File: src/rtl/spimem_cache_pkg.sv
// Shared types and geometry constants for the SPI-flash read cache.
package spimem_cache_pkg;

    localparam int unsigned LINE_WORDS  = 4;
    localparam int unsigned OFFSET_BITS = 2;
    localparam int unsigned BYTE_BITS   = 2;
    localparam int unsigned ADDR_BITS   = 24;

    typedef enum logic [1:0] {
        StIdle,
        StFill,
        StResp
    } state_e;

endpackage

File: src/rtl/spimem_cache_data.sv
// Cache data store: flop array with asynchronous read and synchronous write.
module spimem_cache_data
    import spimem_cache_pkg::*;
#(
    parameter int unsigned NUM_LINES = 8,
    localparam int unsigned AW = $clog2(NUM_LINES * LINE_WORDS)
) (
    input  logic          clk,
    input  logic          we,
    input  logic [AW-1:0] waddr,
    input  logic [31:0]   wdata,
    input  logic [AW-1:0] raddr,
    output logic [31:0]   rdata
);

    logic [31:0] mem_q [NUM_LINES*LINE_WORDS];

    always_ff @(posedge clk) begin
        if (we) begin
            mem_q[waddr] <= wdata;
        end
    end

    assign rdata = mem_q[raddr];

endmodule

File: src/rtl/spimem_cache.sv
// Direct-mapped read cache (4-word lines) in front of a SPI flash controller.
// Define SPIMEM_CACHE_STATS_EN to add hit_cnt/miss_cnt statistics outputs.
module spimem_cache
    import spimem_cache_pkg::*;
#(
    parameter int unsigned NUM_LINES = 8
) (
    input  logic        clk,
    input  logic        resetn,
    input  logic        valid,
    output logic        ready,
    input  logic [23:0] addr,
    output logic [31:0] rdata,
    input  logic        flush,
    output logic        mem_valid,
    input  logic        mem_ready,
    output logic [23:0] mem_addr,
    input  logic [31:0] mem_rdata
`ifdef SPIMEM_CACHE_STATS_EN
    ,
    output logic [31:0] hit_cnt,
    output logic [31:0] miss_cnt
`endif
);

    localparam int unsigned IDX_BITS = $clog2(NUM_LINES);
    localparam int unsigned LOW_BITS = OFFSET_BITS + BYTE_BITS;
    localparam int unsigned TAG_BITS = ADDR_BITS - LOW_BITS - IDX_BITS;
    localparam int unsigned WA_BITS  = IDX_BITS + OFFSET_BITS;

    state_e                 state_q, state_d;
    logic [NUM_LINES-1:0]   line_valid_q, line_valid_d;
    logic [TAG_BITS-1:0]    tag_arr_q [NUM_LINES];
    logic [TAG_BITS-1:0]    tag_q, tag_d;
    logic [IDX_BITS-1:0]    idx_q, idx_d;
    logic [OFFSET_BITS-1:0] off_q, off_d;
    logic                   flush_pend_q, flush_pend_d;
    logic                   ready_d, mem_valid_d, tag_we;
    logic [31:0]            rdata_d;
    logic [23:0]            mem_addr_d;

    logic [TAG_BITS-1:0]    req_tag;
    logic [IDX_BITS-1:0]    req_idx;
    logic [OFFSET_BITS-1:0] req_off;
    logic [OFFSET_BITS-1:0] fill_off;
    logic                   hit, accept, beat, last_beat;
    logic [WA_BITS-1:0]     raddr;
    logic [31:0]            rd_word;
    logic                   unused_addr;

    assign req_tag   = addr[ADDR_BITS-1 -: TAG_BITS];
    assign req_idx   = addr[LOW_BITS +: IDX_BITS];
    assign req_off   = addr[BYTE_BITS +: OFFSET_BITS];
    assign fill_off  = mem_addr[BYTE_BITS +: OFFSET_BITS];
    assign hit       = line_valid_q[req_idx] && (tag_arr_q[req_idx] == req_tag);
    assign accept    = (state_q == StIdle) && valid && !ready && !flush;
    assign beat      = mem_valid && mem_ready;
    assign last_beat = beat && (fill_off == '1);
    assign unused_addr = ^addr[BYTE_BITS-1:0];

    // Read port serves the live request in IDLE and the latched miss afterwards.
    assign raddr = (state_q == StIdle) ? {req_idx, req_off} : {idx_q, off_q};

    spimem_cache_data #(
        .NUM_LINES (NUM_LINES)
    ) u_data (
        .clk   (clk),
        .we    (beat),
        .waddr ({idx_q, fill_off}),
        .wdata (mem_rdata),
        .raddr (raddr),
        .rdata (rd_word)
    );

    always_comb begin
        state_d      = state_q;
        line_valid_d = line_valid_q;
        tag_d        = tag_q;
        idx_d        = idx_q;
        off_d        = off_q;
        flush_pend_d = flush_pend_q;
        ready_d      = 1'b0;
        rdata_d      = rdata;
        mem_valid_d  = mem_valid;
        mem_addr_d   = mem_addr;
        tag_we       = 1'b0;

        unique case (state_q)
            StIdle: begin
                if (accept) begin
                    if (hit) begin
                        ready_d = 1'b1;
                        rdata_d = rd_word;
                    end else begin
                        tag_d                 = req_tag;
                        idx_d                 = req_idx;
                        off_d                 = req_off;
                        line_valid_d[req_idx] = 1'b0;
                        mem_addr_d            = {req_tag, req_idx, LOW_BITS'(0)};
                        mem_valid_d           = 1'b1;
                        flush_pend_d          = 1'b0;
                        state_d               = StFill;
                    end
                end
            end
            StFill: begin
                if (flush) begin
                    flush_pend_d = 1'b1;
                end
                if (beat) begin
                    // Only the word offset advances, so the fill never leaves its line.
                    mem_addr_d = {mem_addr[ADDR_BITS-1:LOW_BITS], fill_off + OFFSET_BITS'(1),
                                  BYTE_BITS'(0)};
                    if (last_beat) begin
                        mem_valid_d = 1'b0;
                        state_d     = StResp;
                        if (!flush_pend_q && !flush) begin
                            line_valid_d[idx_q] = 1'b1;
                            tag_we              = 1'b1;
                        end
                    end
                end
            end
            StResp: begin
                ready_d = 1'b1;
                rdata_d = rd_word;
                state_d = StIdle;
            end
            default: state_d = StIdle;
        endcase

        if (flush) begin
            line_valid_d = '0;
        end
    end

    always_ff @(posedge clk or negedge resetn) begin
        if (!resetn) begin
            state_q      <= StIdle;
            line_valid_q <= '0;
            tag_q        <= '0;
            idx_q        <= '0;
            off_q        <= '0;
            flush_pend_q <= 1'b0;
            ready        <= 1'b0;
            rdata        <= '0;
            mem_valid    <= 1'b0;
            mem_addr     <= '0;
        end else begin
            state_q      <= state_d;
            line_valid_q <= line_valid_d;
            tag_q        <= tag_d;
            idx_q        <= idx_d;
            off_q        <= off_d;
            flush_pend_q <= flush_pend_d;
            ready        <= ready_d;
            rdata        <= rdata_d;
            mem_valid    <= mem_valid_d;
            mem_addr     <= mem_addr_d;
        end
    end

    always_ff @(posedge clk) begin
        if (tag_we) begin
            tag_arr_q[idx_q] <= tag_q;
        end
    end

`ifdef SPIMEM_CACHE_STATS_EN
    always_ff @(posedge clk or negedge resetn) begin
        if (!resetn) begin
            hit_cnt  <= '0;
            miss_cnt <= '0;
        end else if (accept) begin
            if (hit) begin
                hit_cnt <= hit_cnt + 32'd1;
            end else begin
                miss_cnt <= miss_cnt + 32'd1;
            end
        end
    end
`endif

endmodule

File: config.mk
export PLATFORM = sky130hd
export DESIGN_NAME = spimem_cache
export DESIGN_NICKNAME = d
export VERILOG_FILES = /design/src/rtl/spimem_cache_pkg.sv /design/src/rtl/spimem_cache_data.sv /design/src/rtl/spimem_cache.sv
export SDC_FILE = /design/constraint.sdc
export NUM_CORES = 2
export LEC_CHECK = 0
export ABC_AREA = 1
export BUFFER_PORTS_ARGS = -buffer_cell sky130_fd_sc_hd__buf_2
export CAP_MARGIN = 40
export CORE_MARGIN = 2
export CORE_UTILIZATION = 55
export DETAILED_ROUTE_END_ITERATION = 10
export GPL_TIMING_DRIVEN = 0
export PLACE_DENSITY_LB_ADDON = 0.3
export SKIP_LAST_GASP = 1
export SLEW_MARGIN = 20
export SYNTH_ARGS = -nofsm -noshare
export SYNTH_HDL_FRONTEND = slang
export SYNTH_SLANG_ARGS = --single-unit
File: constraint.sdc
create_clock -name clk -period 2.65 [get_ports clk]
set_clock_uncertainty 0.2 [all_clocks]
set_input_delay 0.1325 -clock clk [delete_from_list [all_inputs] [get_ports clk]]
set_output_delay 0.1325 -clock clk [all_outputs]
set_load 0.02 [all_outputs]
==> impl_metrics.tcl <==
set metrics [dict create \
    grt_antenna_before_repair 7 \
    met3RoutedLength_microns 21600 \
    hold_path.class "primary input to flop" \
    synth_xor_area_frac 0 \
    initial_core_util 0.556 \
    tritoncts "done" \
    root_buffer "sky130_fd_sc_hd__clkbuf_16" \
    port_buffers 113 \
    vias_per_cell 6.22 \
    synth_top_cells_by_area "sky130_fd_sc_hd__edfxtp_1 (68%), sky130_fd_sc_hd__o21ai_0 (5.5%), sky130_fd_sc_hd__nand3_1 (4.6%), sky130_fd_sc_hd__dfrtp_1 (4.4%), sky130_fd_sc_hd__nand2_1 (4.3%)" \
    worst_slack_ns -0.315 \
    drt_total_wl_microns 158000 \
    critPathRequiredTime_ns 3.08 \
    synth_area_sq_um 51100 \
    most_repeated_cell_in_the_gate_level_netlist_after_synthesis "sky130_fd_sc_hd__edfxtp_1" \
    synth_ff_type "sky130_fd_sc_hd__edfxtp_1" \
    multi_input_gate_area_in_the_final_layout_sq_um 12200 \
    avgRoutedWirePerCell_microns 27.0 \
    power_per_cell_area_nw_per_um2 1170 \
    number_of_synthesized_flops_with_an_enable_pin 1160 \
    worstSetupStartpointType "flop" \
    synth_top_cell_by_area "sky130_fd_sc_hd__edfxtp_1" \
    clock_tree.buffer_depth 3 \
    worst_hold_path.num_cells 4 \
    finalSetupViolCount 553 \
    cts-buffers-inserted 130 \
    netlist_top_cells_count "sky130_fd_sc_hd__edfxtp_1 (1,160), sky130_fd_sc_hd__nand2_1 (586), sky130_fd_sc_hd__o21ai_0 (558)" \
    unrepaired_setup_endpoints_after_global_routing "true" \
    post_synth_num_cell_types 34 \
    violations "negative setup slack" \
    vias 36401 \
    drtAntennaViolNets 0 \
    num_io_pins 119 \
    yosys_register_bits 1249 \
    synth_top_family_by_area "simple AND/OR/NAND/NOR gates" \
    pins_over_their_slew_limit 0 \
    fraction_of_final_layout_cells_with_drive_strength_greater_than_1 0.206 \
    fillerInstances 6369 \
    post_synth_mux_area_share 0 \
    synth-compound-area-share 0.102 \
    number_of_warnings_issued_by_yosys 0 \
    detail_route.drc_violations 0 \
    synth_top_area_frac 0.682 \
    r2r_cells 16 \
    clk-insertion-delay-late_ns 0.76 \
    wl_met2_microns 72100 \
    synth_seq_area_share 0.726 \
    post_synth_fa_ha_maj_area_fraction 0.000980 \
    tightest_slew_ns 0.950 \
    timing.critical_path.arrival_ns 3.40 \
    drt-pass1-iter-count 7 \
    synth.avg_cell_area_sq_um 12.4 \
    holdWs_ns 0.0293 \
    post_synth_inst_count 4123 \
    ctsHtreeMaxLevel 4 \
    synth_simple_gate_area_frac 0.125 \
    synth-async-reset-ratio 0.0713 \
    vdd.ir_drop.worst_v 0.00109 \
    drt_first_iter_violations 6113 \
    layout-area-overhead-vs-synth_pct 18.8 \
    fp.dieH_microns 309 \
    clk_pin_slew_ns 0.07 \
    gp_routability_congestion 0.899 \
    grt_overflow 0 \
    post-layout-total-power_w 0.0712 \
    cp_max_fo 9 \
    relSlewSlack 0.365 \
    wl_met1_microns 56900 \
    die-area_sq_um 95300 \
    pin_count_of_the_biggest_net_entering_global_routing 60 \
    finalHoldViolations 0 \
    run_status "finished with violations" \
    criticalPathCategory "flop to flop" \
    dieWidth_microns 309 \
    final_min_period_over_clock_period 1.12 \
    gr-usage-all-layers 0.331 \
    finalCriticalPeriod_ns 2.96 \
    detailed_place_hpwl_microns 103000 \
    net_count_final 4572 \
    grt_first_pass_wirelength_microns 226000 \
    floorplan.rows 111 \
    tritoncts_num_sinks 1249 \
    core_area_sq_um 91800 \
    max_freq_mhz 337 \
    first_global_vias 34744 \
    drv_cap 0 \
    power.static_leakage_nw 22.7 \
    worstSetupEndpointType "flop" \
    route.top_layer_used "met5" \
    area.sequential_sq_um 37100 \
]
power by group:
group          leakage [nW]  switching (W)  internal (W)
clock network          2.03        0.00771        0.0103
registers              11.6       0.000808        0.0232
logic                  9.04         0.0202       0.00903
total                  22.7         0.0287        0.0425
per-layer routing:
| layer | global-route usage | vias up |
|---|---|---|
| li1 | - | 15521 |
| met1 | 0.444 | 17705 |
| met2 | 0.511 | 2687 |
| met3 | 0.0857 | 486 |
| met4 | 0.149 | 2 |
| met5 | 0 | - |
cells by family (layout without fill, tap and decap cells):
kind of cell / after synthesis / after routing
other: 1 / 5
adders and majority gates: 4 / 4
and+or+nand+nor: 1378 / 1378
buffers and inverters: 600 / 1086
DFF: 1249 / 1249
AOI/OAI and AO/OA: 891 / 891
state kept, by name, indices dropped and copies added, names as in the netlist, 3 cells and up:
name,flops
u_data.mem_q,1024
tag_q,17
mem_addr,22
line_valid_q,8
tag_arr_q,136
rdata,32
idx_q,3
metrics by stage:
| stage | worst slack, ns | TNS (ns) | area (sq um) | util | instances |
|---|---|---|---|---|---|
| floorplan | -0.249 | -231.97 | 51100 | - | 4124 |
| global placement | -2.16 | -2005.71 | 53200 | 0.580 | 5480 |
| detailed placement | -1.33 | -205.92 | 54500 | 0.594 | 5528 |
| CTS | -0.210 | -47.05 | 60400 | 0.658 | 5845 |
| global route | -0.344 | -117.24 | 60700 | 0.661 | 5855 |
| finish | -0.315 | -75.06 | 60700 | 0.661 | 5856 |
final cells by class:
class / count / area share
flip-flops and latches: 1249 / 0.611
multi-input cells: 2275 / 0.202
clock buffers: 177 / 0.0600
repair buffers: 253 / 0.0423
plain buffers: 261 / 0.0302
well taps: 1243 / 0.0256
inverters: 337 / 0.0209
clock inverters: 58 / 0.00827
diodes: 3 / 0.000124
repair_timing:
action,CTS,global route
hold buffers,63,0
endpoints found under the setup margin,663,770
pin swaps,19,15
gates cloned,1,0
setup buffers,20,7
gates resized for setup,355,118
endpoints found under the hold margin,1170,0
worst max-delay path, cell delays in order, from the launching register on:
cell and delay [ns]:
sky130_fd_sc_hd__dfrtp_1 0.41, sky130_fd_sc_hd__nor2_4 0.16, sky130_fd_sc_hd__buf_6 0.14, sky130_fd_sc_hd__o21ai_4 0.11, sky130_fd_sc_hd__buf_8 0.17, sky130_fd_sc_hd__buf_12 0.16, sky130_fd_sc_hd__clkbuf_16 0.17, sky130_fd_sc_hd__buf_12 0.15
sky130_fd_sc_hd__or2_2 0.27, sky130_fd_sc_hd__o211ai_1 0.10, sky130_fd_sc_hd__nand3_2 0.19, sky130_fd_sc_hd__nand3_2 0.14, sky130_fd_sc_hd__nand2_1 0.07, sky130_fd_sc_hd__nand2_1 0.10, sky130_fd_sc_hd__nand2_1 0.08, sky130_fd_sc_hd__nand2_2 0.12
sky130_fd_sc_hd__nand2_1 0.06
placed cells by master (no fill, tap or decap), types with 6 or more instances in the layout:
| cell type | count |
|---|---|
| sky130_fd_sc_hd__clkbuf_2 | 74 |
| sky130_fd_sc_hd__clkbuf_16 | 138 |
| sky130_fd_sc_hd__o21ai_0 | 530 |
| sky130_fd_sc_hd__buf_8 | 6 |
| sky130_fd_sc_hd__nand3_2 | 26 |
| sky130_fd_sc_hd__nor2_4 | 42 |
| sky130_fd_sc_hd__clkbuf_1 | 61 |
| sky130_fd_sc_hd__a21oi_1 | 12 |
| sky130_fd_sc_hd__nand2_2 | 31 |
| sky130_fd_sc_hd__buf_16 | 16 |
| sky130_fd_sc_hd__o21bai_1 | 63 |
| sky130_fd_sc_hd__nand3_1 | 443 |
| sky130_fd_sc_hd__o21ai_1 | 49 |
| sky130_fd_sc_hd__inv_1 | 329 |
| sky130_fd_sc_hd__inv_2 | 6 |
| sky130_fd_sc_hd__clkbuf_8 | 31 |
| sky130_fd_sc_hd__bufinv_16 | 6 |
| sky130_fd_sc_hd__clkbuf_4 | 44 |
| sky130_fd_sc_hd__dlygate4sd3_1 | 62 |
| sky130_fd_sc_hd__nand2_4 | 7 |
| sky130_fd_sc_hd__clkinv_1 | 21 |
| sky130_fd_sc_hd__buf_2 | 163 |
| sky130_fd_sc_hd__or2_2 | 220 |
| sky130_fd_sc_hd__nor2_1 | 40 |
| sky130_fd_sc_hd__buf_12 | 34 |
| sky130_fd_sc_hd__edfxtp_1 | 1160 |
| sky130_fd_sc_hd__o211ai_1 | 226 |
| sky130_fd_sc_hd__clkinv_2 | 20 |
| sky130_fd_sc_hd__buf_4 | 29 |
| sky130_fd_sc_hd__dfrtp_1 | 89 |
| sky130_fd_sc_hd__nand2_1 | 552 |
| sky130_fd_sc_hd__buf_6 | 30 |
worst paths after layout:
check / startpoint / endpoint / slack (ns)
worst max-delay path: state_q[0]$_DFFE_PN0P_ / rdata[31]$_DFFE_PN0P_ / -0.31
worst min-delay path: addr[16] / mem_addr[16]$_DFFE_PN0P_ / 0.03
worst max register to register: state_q[0]$_DFFE_PN0P_ / rdata[31]$_DFFE_PN0P_ / -0.31
worst min register to register: mem_addr[16]$_DFFE_PN0P_ / mem_addr[16]$_DFFE_PN0P_ / 0.28
max in group asynchronous: resetn / rdata[6]$_DFFE_PN0P_ / 1.61
min in group asynchronous: resetn / mem_addr[14]$_DFFE_PN0P_ / 0.26
No activity file was read; power rests on OpenSTA's default activity.
